[src/rtl/ahb_apb_slave_if_p.sv]
// rtl/ahb_apb_slave_if_p.sv - AHB-side slave interface of the AHB-to-APB bridge
// Optional macro AHB_SLV_RDATA_REG_EN registers hrdata; otherwise hrdata passes prdata through.
module ahb_apb_slave_if_p #(
  parameter int                ADDR_W      = 32,
  parameter int                DATA_W      = 32,
  parameter int                NUM_SEL     = 3,
  parameter logic [ADDR_W-1:0] SEL_BASE    = 32'h8000_0000,
  parameter int                REGION_LOG2 = 26
) (
  input  logic               hclk,
  input  logic               hresetn,
  input  logic               hwrite,
  input  logic               hreadyin,
  input  logic [1:0]         htrans,
  input  logic [ADDR_W-1:0]  haddr,
  input  logic [DATA_W-1:0]  hwdata,
  input  logic [DATA_W-1:0]  prdata,
  output logic               valid,
  output logic               hwrite_reg,
  output logic               hwrite_reg1,
  output logic [ADDR_W-1:0]  haddr1,
  output logic [ADDR_W-1:0]  haddr2,
  output logic [DATA_W-1:0]  hwdata1,
  output logic [DATA_W-1:0]  hwdata2,
  output logic [NUM_SEL-1:0] selx,
  output logic [DATA_W-1:0]  hrdata,
  output logic [1:0]         hresp,
  output logic               hready_err
);

  // Extra headroom bits so the region limit cannot wrap past the top of the address space.
  localparam int EXT_W = ADDR_W + 4;
  localparam logic [EXT_W-1:0] BASE_EXT  = EXT_W'(SEL_BASE);
  localparam logic [EXT_W-1:0] LIMIT_EXT = BASE_EXT + (EXT_W'(NUM_SEL) << REGION_LOG2);

  typedef enum logic [1:0] {
    S_OKAY = 2'd0,
    S_ERR1 = 2'd1,
    S_ERR2 = 2'd2
  } err_state_t;

  err_state_t        state;
  err_state_t        state_nxt;
  logic [EXT_W-1:0]  haddr_ext;
  logic [ADDR_W-1:0] offset;
  logic [ADDR_W-1:0] region;
  logic              mapped;
  logic              active;

  assign haddr_ext = EXT_W'(haddr);
  assign mapped    = (haddr_ext >= BASE_EXT) && (haddr_ext < LIMIT_EXT);
  assign offset    = haddr - SEL_BASE;
  assign region    = offset >> REGION_LOG2;
  assign active    = hreadyin && htrans[1];
  assign valid     = active && mapped && (state == S_OKAY);

  always_comb begin
    selx = '0;
    for (int i = 0; i < NUM_SEL; i++) begin
      if (mapped && (region == ADDR_W'(i))) begin
        selx[i] = 1'b1;
      end
    end
  end

  // Pipeline captures regardless of htrans; downstream qualifies with valid.
  always_ff @(posedge hclk or negedge hresetn) begin
    if (!hresetn) begin
      haddr1      <= '0;
      haddr2      <= '0;
      hwdata1     <= '0;
      hwdata2     <= '0;
      hwrite_reg  <= 1'b0;
      hwrite_reg1 <= 1'b0;
    end else if (hreadyin) begin
      haddr1      <= haddr;
      haddr2      <= haddr1;
      hwdata1     <= hwdata;
      hwdata2     <= hwdata1;
      hwrite_reg  <= hwrite;
      hwrite_reg1 <= hwrite_reg;
    end
  end

  always_ff @(posedge hclk or negedge hresetn) begin
    if (!hresetn) begin
      state <= S_OKAY;
    end else begin
      state <= state_nxt;
    end
  end

  // Two-cycle ERROR response; transfers seen while it runs are dropped.
  always_comb begin
    state_nxt  = state;
    hresp      = 2'b00;
    hready_err = 1'b1;
    case (state)
      S_OKAY: begin
        if (active && !mapped) begin
          state_nxt = S_ERR1;
        end
      end
      S_ERR1: begin
        hresp      = 2'b01;
        hready_err = 1'b0;
        state_nxt  = S_ERR2;
      end
      S_ERR2: begin
        hresp     = 2'b01;
        state_nxt = S_OKAY;
      end
      default: state_nxt = S_OKAY;
    endcase
  end

`ifdef AHB_SLV_RDATA_REG_EN
  always_ff @(posedge hclk or negedge hresetn) begin
    if (!hresetn) begin
      hrdata <= '0;
    end else begin
      hrdata <= prdata;
    end
  end
`else
  assign hrdata = prdata;
`endif

endmodule

[config.mk]
export PLATFORM = sky130hd
export DESIGN_NAME = ahb_apb_slave_if_p
export DESIGN_NICKNAME = d
export VERILOG_FILES = /design/src/rtl/ahb_apb_slave_if_p.sv
export SDC_FILE = /design/constraint.sdc
export NUM_CORES = 1
export LEC_CHECK = 0
export ABC_AREA = 1
export BUFFER_PORTS_ARGS = -buffer_cell sky130_fd_sc_hd__buf_2
export CAP_MARGIN = 20
export CORE_MARGIN = 2
export CORE_UTILIZATION = 45
export DETAILED_ROUTE_END_ITERATION = 10
export PLACE_DENSITY = 0.88
export REMOVE_ABC_BUFFERS = 1
export SETUP_SLACK_MARGIN = 0.1
export SLEW_MARGIN = 20
export SYNTH_ARGS = -nofsm -noshare
export SYNTH_HDL_FRONTEND = slang
export SYNTH_SLANG_ARGS = --single-unit
[constraint.sdc]
create_clock -name hclk -period 1.2 [get_ports hclk]
set_input_delay 0.12 -clock hclk [delete_from_list [all_inputs] [get_ports hclk]]
set_output_delay 0.12 -clock hclk [all_outputs]
set_load 0.005 [all_outputs]
# Word level (Yosys, flattened, before mapping)
# Cells that the tools add are included.
[word_totals]
wordCells = 34
inputBits = 102
register_bits = 132
[classes]
muxes = 7
eq_ne = 5
add_sub_neg = 1
reduce_logical = 12
n_lt_le_gt_ge = 2
[ops]
columns = ["cell", "n"]
rows = [
  ["$ge 32x32->1 const B", 1],
  ["$logic_not 32->1", 1],
  ["$lt 32x32->1 const B", 1],
  ["$sub 32x32->32 const B", 1],
  ["$logic_and 1x1->1", 8],
  ["$eq 6x1->1 const B", 1],
  ["$eq 6x2->1 const B", 1],
  ["$mux 1", 5],
  ["$pmux 2 s2", 1],
  ["$eq 2x1->1 const B", 1],
  ["$eq 2x2->1 const B", 1],
  ["$logic_not 2->1", 1],
  ["$mux 2", 1],
  ["$ne 2x1->1 const B", 1],
  ["$reduce_or 2->1", 1],
  ["$logic_not 1->1", 1],
]

# Longest topological paths before layout
# Gate-level depths: netlist of run 1.
[depth]
word_depth = 6
depth_mapped = 8
depth_no_buf = 8

# Least setup slack after synthesis of run 1
# No wires, ideal clock.
[synth_timing]
path_kind = "register -> register"
start = "reg state[0]"
end = "reg state[0]"
arrival_ns = 0.962
stages_incl_launch_ff = 9
synth_period_minus_slack_ns = 1.079
required_ns = 1.083
setup_ns = 0.117
setup_slack_ns = 0.121
cell_sequence = "dfrtp_1 -> inv_1 -> ha_1 -> inv_1 -> nor2_1 -> nand2_1 -> nand2_1 -> nand2_1 -> nand2_1"
[synth_between]
elab_chain_len = 2
word_cells_on_any_way = 4
[synth_lines]
columns = ["item", "line", "source"]
rows = [
  ["from (decl)", "42", "err_state_t state;"],
  ["from (signal assigned)", "89", "state <= state_nxt;"],
  ["$eq 2x1->1 or $logic_not 2->1 (tied branches)", "98", "case (state)"],
  ["$pmux 2 s2 or $ne 2x1->1 (tied branches)", "-", ""],
]
# Several ways; a longest one is shown, not always the timed one.
# A chain may end at the register's enable or synchronous reset.

# Final worst setup path of run 1
[layout_timing]
start = "reg state[1]"
end = "out valid"
[layout_between]
elab_chain_len = 2
[layout_lines]
columns = ["item", "line", "source"]
rows = [
  ["$logic_not 2->1", "55", "assign valid = active && mapped && (state == S_OKAY);"],
  ["$logic_and 1x1->1", "55", ""],
  ["to (decl)", "18", "output logic valid,"],
]
# No other way between the ends.

==> reports/results.ini, run 1 <==
[worst_hold_path]
holdCritPathClass = primary input to flop
min-delay-start = haddr[27]

[finish]
n_diodes = 0
fin_area_um2 = 7600
ff_latch_area_um2 = 3300
finalNetCount = 898
layoutNonFillerInstCount = 948
area_growth_syn_to_layout_pct = 44.6
multi_input_gate_area_in_the_final_layout_um2 = 1330
fraction_of_layout_instances_using_a_drive_strength_above_1_pct = 33.0
filler_cell_count = 825

[worst_setup_path]
regToRegStartpoint = state[1]
critical_path.endpoint_type = output pin
critical_register_to_register_path_endpoint = state[1]
crit_path_start_kind = flop
worst_path_required_time_ns = 1.08
crit_path_end = valid
timing.reg2reg.setup_slack_ns = 0.02
rr_worst_depth = 8
path_class = flop to output pin
timing.critical_path.arrival_ns = 1.38
crit_path_max_fanout = 2
crit_path_start = state[1]

[logic_synthesis]
syn-instance-count = 544
ys_warn_count = 0
post_synth_and_or_nand_nor_area_fraction_pct = 10.6
yosys.area_share.adder_pct = 0.953
syn-cell-area_um2 = 5250
synth_mux_area_share_pct = 0.858
synthXorXnorAreaFrac_pct = 0
yosysUniqueCellTypes = 15
synth_compound_area_share_pct = 12.0
seq_area_frac_synth_pct = 62.9
synth_register_bits = 132
postSynthAreaPerCell_um2 = 9.66
synth_top_family_by_area = buffers and inverters

[sta]
grt_setup_unrepaired = true
timing.final.crit_period_ns = 1.50
layout_worst_path_cycle_share_pct = 125
finalWorstSetupSlack_ns = -0.300
slew_violations = 0
finalSetupTns_ns = -0.604
hold_slack_ns = 0.0323
report.final.setup_viol = 3
final_hold_viol_count = 0
worst_clock_skew_on_the_final_layout_ns = 0.00610
achievable-frequency_ghz = 0.667

[grt]
grt_util_met1_pct = 27.9
grt_antenna_before_repair = 0
grtUsageMet2_pct = 36.0
grt_start_max_net_pins = 59
grt_overflow = 0
number_of_global_route_vias_before_repair = 4449
global_route.usage.total_pct = 23.5
grt_first_pass_wirelength_um = 22500
globalRoute.busiestLayer = met2
globalRouteMet3Util_pct = 12.1

[power_and_ir_drop]
fin_total_pwr_uw = 12700
power_leakage_uw = 0.00391
power_density_of_the_placed_cells_nw_per_um2 = 1670
largest_voltage_drop_on_the_vdd_net_mv = 1.15

[drt]
post-route-drc-count = 0
routed_length_per_instance_um = 15.4
drt_pre_antenna_iters = 4
first_drt_iteration_drcs = 423
post_route_antenna_net_violation_count = 0
detailroute.via_count = 4557
final_routed_wirelength_across_all_metal_layers_um = 14600
post_drt_via_cell_ratio = 4.81

[place]
gpl.final_weighted_congestion = 0.792
placed_cells_incl_taps = 847
placed_area_um2 = 6250
portBuffers = 204
hpwlAfterDp_um = 9290

[run_status]
failed_checks = negative setup slack
outcome = finished with violations

[run]
cap_viol_max_count = 0

[floorplanning]
io_pins = 271
die-width_um = 112
floorplan_die_area_um2 = 12600
die_h_um = 112
placement_rows = 39
core_area_um2 = 11400
start_util_pct = 46.0

[clock_tree]
clock_tree_from_tritoncts = built
clkTransAtPathRegs_ns = 0.06
cts_num_sinks = 132
htree_levels = 4
skew_pair_late_insertion_delay_ns = 0.40
cts.root.buffer_cell = sky130_fd_sc_hd__clkbuf_16
clockBufferDepth = 2
tritoncts.num_buffers = 17

==> area by class of cell <==
class                   instances  area share, %
inverters                      70           3.46
multi-input cells             281           17.5
clock buffers                  22           6.11
clock inverters                10           2.03
flip-flops and latches        132           43.5
well taps                     143           2.36
repair buffers                290           25.1
==> worst max-delay path, cell delays in order (launching register included) <==
cell and delay [ns]:
sky130_fd_sc_hd__dfrtp_1 0.39, sky130_fd_sc_hd__inv_2 0.08, sky130_fd_sc_hd__ha_4 0.13, sky130_fd_sc_hd__inv_2 0.03
sky130_fd_sc_hd__nor2_2 0.06, sky130_fd_sc_hd__nand2_1 0.07, sky130_fd_sc_hd__nor2_1 0.09, sky130_fd_sc_hd__buf_2 0.12
==> synth_stat cells <==
cell | number | area [um2]
sky130_fd_sc_hd__buf_4 | 39 | 293
sky130_fd_sc_hd__o21ai_0 | 61 | 305
sky130_fd_sc_hd__dfrtp_1 | 132 | 3300
sky130_fd_sc_hd__nor2_1 | 68 | 255
sky130_fd_sc_hd__clkbuf_1 | 2 | 7.51
sky130_fd_sc_hd__conb_1 | 1 | 3.75
sky130_fd_sc_hd__a21oi_1 | 65 | 325
sky130_fd_sc_hd__mux2_2 | 4 | 45.0
sky130_fd_sc_hd__nand3_1 | 2 | 10.0
sky130_fd_sc_hd__ha_1 | 4 | 50.1
sky130_fd_sc_hd__nor3_1 | 1 | 5.00
sky130_fd_sc_hd__inv_1 | 70 | 263
sky130_fd_sc_hd__nor4_1 | 2 | 12.5
sky130_fd_sc_hd__buf_2 | 20 | 100
sky130_fd_sc_hd__nand2_1 | 73 | 274
==> stage by stage <==
step | util [%] | setup WS, ns
finish | 66.5 | -0.300
global route | 66.5 | -0.418
CTS | 66.3 | -0.332
detailed placement | 54.7 | 0.0332
global placement | 54.7 | 0.0374
floorplan | - | 0.121
==> per-layer routing <==
layer	part of all wire, %	vias up
li1	-	2168
met1	40	2128
met2	47	236
met3	11	25
met4	2.2	0
met5	0	-
==> worst min-delay path by stage <==
stage	end	slack (ns)	depth (start not counted)
final	haddr1[27]	0.03	3
after global routing	haddr1[27]	0.05	3
after CTS	haddr1[27]	0.02	3
after detailed placement	hwdata2[17]	-0.06	1
after global placement	hwdata2[17]	-0.06	1
after floorplan	haddr1[0]	-0.18	0
==> cells by family after synthesis <==
family          Yosys count
compound gates          126
buf+inv                 131
fa+ha+maj                 4
other cells               1
mux                       4
flops                   132
simple gates            146
==> power breakdown <==
| group | internal (uW) | switching, uW |
|---|---|---|
| Combinational | 1060 | 1080 |
| Sequential | 4940 | 266 |
| Clock | 3570 | 1780 |
==> what timing repair did <==
action,in CTS,in global routing
setup endpoints to repair,5,6
hold endpoints to repair,196,0
hold buffers,65,0
buffers inserted,3,5
pin swaps,4,3
resized for setup,9,3
==> cells in the final DEF, fill, tap and decap left out, drive strengths merged, types with 2 or more instances in the layout <==
cell type    count
buf            225
dfrtp          132
nand2           73
inv             70
nor2            68
a21oi           65
dlygate4sd3     65
o21ai           61
clkbuf          22
clkinv           6
mux2             4
bufinv           4
ha               4
nor4             2
nand3            2
(Power assumes the default switching activity.)
==> inputs of run 2 (changes only) <==
- BUFFER_PORTS_ARGS: -buffer_cell sky130_fd_sc_hd__buf_2 -> -buffer_cell sky130_fd_sc_hd__buf_4
==> run 2 against run 1 <==
Effect of this change: the run still ends with negative setup slack left; setup slack lost 0.085 ns; count of clock-buffer cells in the layout down 2; clock power up 10%; final cell count grew 0.42%; maximum frequency is 5.4% lower; sequential power hardly changed; non-clock buffer count up 4; critical path type unchanged; largest cell class unchanged; highest routed layer is now met5.
==> reports/results.ini, run 2 (synthesis results as in run 1) <==
[power_and_ir_drop]
power_density_of_the_placed_cells_nw_per_um2 = 1660
largest_voltage_drop_on_the_vdd_net_mv = 1.23
power_leakage_uw = 0.00413

[drt]
post_drt_via_cell_ratio = 4.87
first_drt_iteration_drcs = 399
post_route_antenna_net_violation_count = 0
drt_pre_antenna_iters = 5
detailroute.via_count = 4635
final_routed_wirelength_across_all_metal_layers_um = 15700
post-route-drc-count = 0
routed_length_per_instance_um = 16.5

[floorplanning]
placement_rows = 39
core_area_um2 = 11400
io_pins = 271
floorplan_die_area_um2 = 12600
start_util_pct = 46.0
die-width_um = 112
die_h_um = 112

[place]
placed_cells_incl_taps = 848
gpl.final_weighted_congestion = 0.817
pre_cts_ws_ns = 0.0188
placed_area_um2 = 6790
hpwlAfterDp_um = 9830
portBuffers = 204

[finish]
layout_commonest_cell = sky130_fd_sc_hd__buf_4
fin_area_um2 = 8240
layoutNonFillerInstCount = 952
n_diodes = 0
mostFrequentLayoutCells = sky130_fd_sc_hd__buf_4, sky130_fd_sc_hd__dfrtp_1, sky130_fd_sc_hd__nand2_1
finalNetCount = 902
filler_cell_count = 754
area_growth_syn_to_layout_pct = 56.9
fraction_of_layout_instances_using_a_drive_strength_above_1_pct = 33.7

[sta]
worst_clock_skew_on_the_final_layout_ns = 0.00547
final_hold_viol_count = 0
grt_setup_unrepaired = true
hold_slack_ns = 0.0640
finalWorstSetupSlack_ns = -0.385
achievable-frequency_ghz = 0.631
layout_worst_path_cycle_share_pct = 132
timing.final.crit_period_ns = 1.58
report.final.setup_viol = 5
slew_violations = 0

[clock_tree]
skew_pair_late_insertion_delay_ns = 0.41
htree_levels = 4
cts_num_sinks = 132
cts.root.buffer_cell = sky130_fd_sc_hd__clkbuf_16
clockBufferDepth = 2
tritoncts.num_buffers = 17
clock_tree_from_tritoncts = built
clkTransAtPathRegs_ns = 0.06

[worst_hold_path]
worst_hold_path.num_cells = 3
hold_end = haddr1[27]
min-delay-start = haddr[27]
holdCritPathClass = primary input to flop

[run_status]
failed_checks = negative setup slack
outcome = finished with violations

[worst_setup_path]
path_class = flop to output pin
crit_path_max_fanout = 2
worst_path_required_time_ns = 1.08
regToRegStartpoint = state[1]
crit_path_start_kind = flop
rr_worst_depth = 8
timing.critical_path.arrival_ns = 1.46
timing.reg2reg.setup_slack_ns = -0.02
critical_register_to_register_path_endpoint = state[0]
critical_path.endpoint_type = output pin

[grt]
grt_start_max_net_pins = 53
global_route.usage.total_pct = 25.2
number_of_global_route_vias_before_repair = 4870
grt_first_pass_wirelength_um = 24500
grt_overflow = 0
grt_antenna_before_repair = 0

[run]
cap_viol_max_count = 0

run 2: metal layers:
layer / routed length [um] / track usage [%]
met1: 6260 / 29.6
met3: 1570 / 11.9
met4: 336 / 9.59
met2: 7520 / 40.1
met5: 54 / 3.14
run 2: metrics by stage:
stage	power, uW	utilization [%]	TNS [ns]
6_report	13700	72.2	-0.705
5_1_grt	14300	72.2	-0.952
4_1_cts	13600	71.8	-0.954
3_5_place_dp	7340	59.5	0
3_3_place_gp	7260	59.5	0
2_1_floorplan	5880	-	0
run 2: cell type report:
cell class	count	area, um2	area share (%)
clock buffer	20	457	5.54
clock inverter	12	226	2.75
inverter	70	263	3.19
multi-input combinational	281	1330	16.1
sequential	132	3300	40.1
tap	143	179	2.17
timing repair buffer	294	2480	30.1
run 2: what timing repair did:
item	4_1_cts	5_1_grt
gates resized for setup	11	8
hold buffers	65	0
endpoints found under the hold margin	196	0
pin swaps	4	4
setup buffers	6	7
setup endpoints to repair	5	12
cloned	0	0
run 2: worst max path at each step:
stage	startpoint	endpoint	slack (ns)	cells after the start
after floorplan	state[0]	state[0]	0.12	8
after global placement	state[0]	valid	0.03	7
after detailed placement	state[1]	valid	0.02	7
after CTS	state[0]	valid	-0.33	7
after global routing	state[1]	valid	-0.45	7
final	state[1]	valid	-0.38	7
run 2: critical path, stage by stage (launching register included):
cell and delay, ns:
sky130_fd_sc_hd__dfrtp_1 0.39, sky130_fd_sc_hd__inv_2 0.08, sky130_fd_sc_hd__ha_4 0.14, sky130_fd_sc_hd__inv_2 0.04
sky130_fd_sc_hd__nor2_2 0.10, sky130_fd_sc_hd__nand2_1 0.08, sky130_fd_sc_hd__nor2_1 0.11, sky130_fd_sc_hd__buf_4 0.13
run 2: report_power, final:
group	total, uW	switching (uW)	leakage [uW]	internal (uW)
clock network	5910	1900	0.000326	4010
logic	2540	1130	0.00226	1410
registers	5230	292	0.00155	4940
==> inputs of run 3 (changes only) <==
- CORE_UTILIZATION: 45 -> 47
- CTS_BUF_LIST: unset -> sky130_fd_sc_hd__clkbuf_8
- PLACE_DENSITY: 0.88 -> 0.91
==> run 3 against run 2 <==
Effect of this change: the flow still finishes with violations (negative setup slack); register-to-register slack lost 0.16 ns; first-iteration DRC count grew 1.3%; final area grew 7.9%; count of clock-buffer cells in the layout grew 1; non-clock buffer count grew 60; utilization grew 9.5 points; routed wire length grew 25%; critical path depth is the same.
==> reports/results.ini, run 3 (synthesis results as in run 1) <==
[place]
hpwlAfterDp_um = 9810
portBuffers = 204
gpl.final_weighted_congestion = 0.769
placed_area_um2 = 6770
placed_cells_incl_taps = 846

[clock_tree]
cts_num_sinks = 132
clock_tree_from_tritoncts = built
clockBufferDepth = 2
clkTransAtPathRegs_ns = 0.08
tritoncts.num_buffers = 17
skew_pair_late_insertion_delay_ns = 0.43
cts.root.buffer_cell = sky130_fd_sc_hd__clkbuf_8
htree_levels = 4

[grt]
global_route.usage.total_pct = 27.2
grt_start_max_net_pins = 54
grt_antenna_before_repair = 0
number_of_global_route_vias_before_repair = 4762
grt_overflow = 0
grt_first_pass_wirelength_um = 24100

[power_and_ir_drop]
power_leakage_uw = 0.00445
power_density_of_the_placed_cells_nw_per_um2 = 1430
largest_voltage_drop_on_the_vdd_net_mv = 0.899

[run_status]
outcome = finished with violations
failed_checks = negative setup slack

[sta]
report.final.setup_viol = 6
achievable-frequency_ghz = 0.598
final_hold_viol_count = 0
worst_clock_skew_on_the_final_layout_ns = 0.0103
timing.final.crit_period_ns = 1.67
grt_setup_unrepaired = true
hold_slack_ns = 0.0594
finalSetupTns_ns = -1.23
slew_violations = 0
finalWorstSetupSlack_ns = -0.472
layout_worst_path_cycle_share_pct = 139

[floorplanning]
placement_rows = 38
die_h_um = 110
floorplan_die_area_um2 = 12000
die-width_um = 110
core_area_um2 = 10900
io_pins = 271
start_util_pct = 48.2

[finish]
filler_cell_count = 511
layout_commonest_cell = sky130_fd_sc_hd__buf_4
fraction_of_layout_instances_using_a_drive_strength_above_1_pct = 38.6
finalNetCount = 962
fin_util_pct = 81.7
layoutNonFillerInstCount = 1009
n_diodes = 0
area_growth_syn_to_layout_pct = 69.3
mostFrequentLayoutCells = sky130_fd_sc_hd__buf_4, sky130_fd_sc_hd__dfrtp_1, sky130_fd_sc_hd__buf_6
fin_area_um2 = 8890

[drt]
final_routed_wirelength_across_all_metal_layers_um = 19600
post_drt_via_cell_ratio = 5.16
post-route-drc-count = 0
detailroute.via_count = 5203
first_drt_iteration_drcs = 404
post_route_antenna_net_violation_count = 0
routed_length_per_instance_um = 19.4
drt_pre_antenna_iters = 5

[worst_setup_path]
timing.critical_path.arrival_ns = 1.55
crit_path_start_kind = flop
path_class = flop to output pin
worst_path_required_time_ns = 1.08
crit_path_max_fanout = 2
critical_path.endpoint_type = output pin

[run]
cap_viol_max_count = 0

[worst_hold_path]
holdCritPathClass = primary input to flop

[run 3: area by class of cell]
| cell class | instances | area, um2 | share of cell area [%] |
|---|---|---|---|
| clock buffers | 21 | 289 | 3.25 |
| clock inverters | 11 | 149 | 1.67 |
| repair buffers | 354 | 3360 | 37.8 |
| flip-flops and latches | 132 | 3300 | 37.2 |
| multi-input cells | 281 | 1350 | 15.2 |
| well taps | 140 | 175 | 1.97 |
| inverters | 70 | 265 | 2.98 |
[run 3: repair_timing]
item                                   4_1_cts  5_1_grt
setup buffers                               16       48
pin swaps                                    4        4
endpoints found under the hold margin      198        0
setup endpoints to repair                   33      133
resized for setup                           37      106
hold buffers                                68        0
[run 3: per-layer routing]
metal  track usage (%)  part of all wire, %  up-vias
li1                  -                    -     2292
met1              31.3                   37     2536
met2              43.7                   50      314
met3              13.7                  9.4       59
met4              9.04                  3.5        2
met5              4.91                 0.31        -
[run 3: worst paths after layout]
| check | from | end | slack [ns] | cells past startpoint |
|---|---|---|---|---|
| worst max register to register | state[1] | state[0] | -0.18 | 9 |
| worst max-delay path | state[1] | valid | -0.47 | 7 |
| max in group asynchronous | hresetn | haddr1[6] | 0.65 | 3 |
| min in group asynchronous | hresetn | haddr1[1] | 0.26 | 3 |
| worst min-delay path | hreadyin | haddr2[30] | 0.06 | 2 |
| worst min register to register | haddr2[8] | haddr2[8] | 0.54 | 2 |
[run 3: through the flow]
stage	power, uW	setup WS [ns]
3_3_place_gp	7250	0.0388
3_5_place_dp	7360	-0.0594
2_1_floorplan	5880	0.121
6_report	12700	-0.472
5_1_grt	13300	-0.547
4_1_cts	11900	-0.372
[run 3: power breakdown]
part	total (uW)	leakage, uW	internal (uW)	switching, uW
clock	4060	0.000214	2280	1780
sequential	5330	0.00155	4930	395
combinational	3360	0.00268	1990	1370
total	12700	0.00445	9200	3540
[run 3: worst max-delay path, stage by stage (launching register included)]
cell and delay (ns):
sky130_fd_sc_hd__dfrtp_1 0.40, sky130_fd_sc_hd__inv_2 0.09, sky130_fd_sc_hd__ha_4 0.16, sky130_fd_sc_hd__inv_4 0.04, sky130_fd_sc_hd__nor2_4 0.08, sky130_fd_sc_hd__nand2_2 0.09
sky130_fd_sc_hd__nor2_2 0.13, sky130_fd_sc_hd__buf_4 0.13
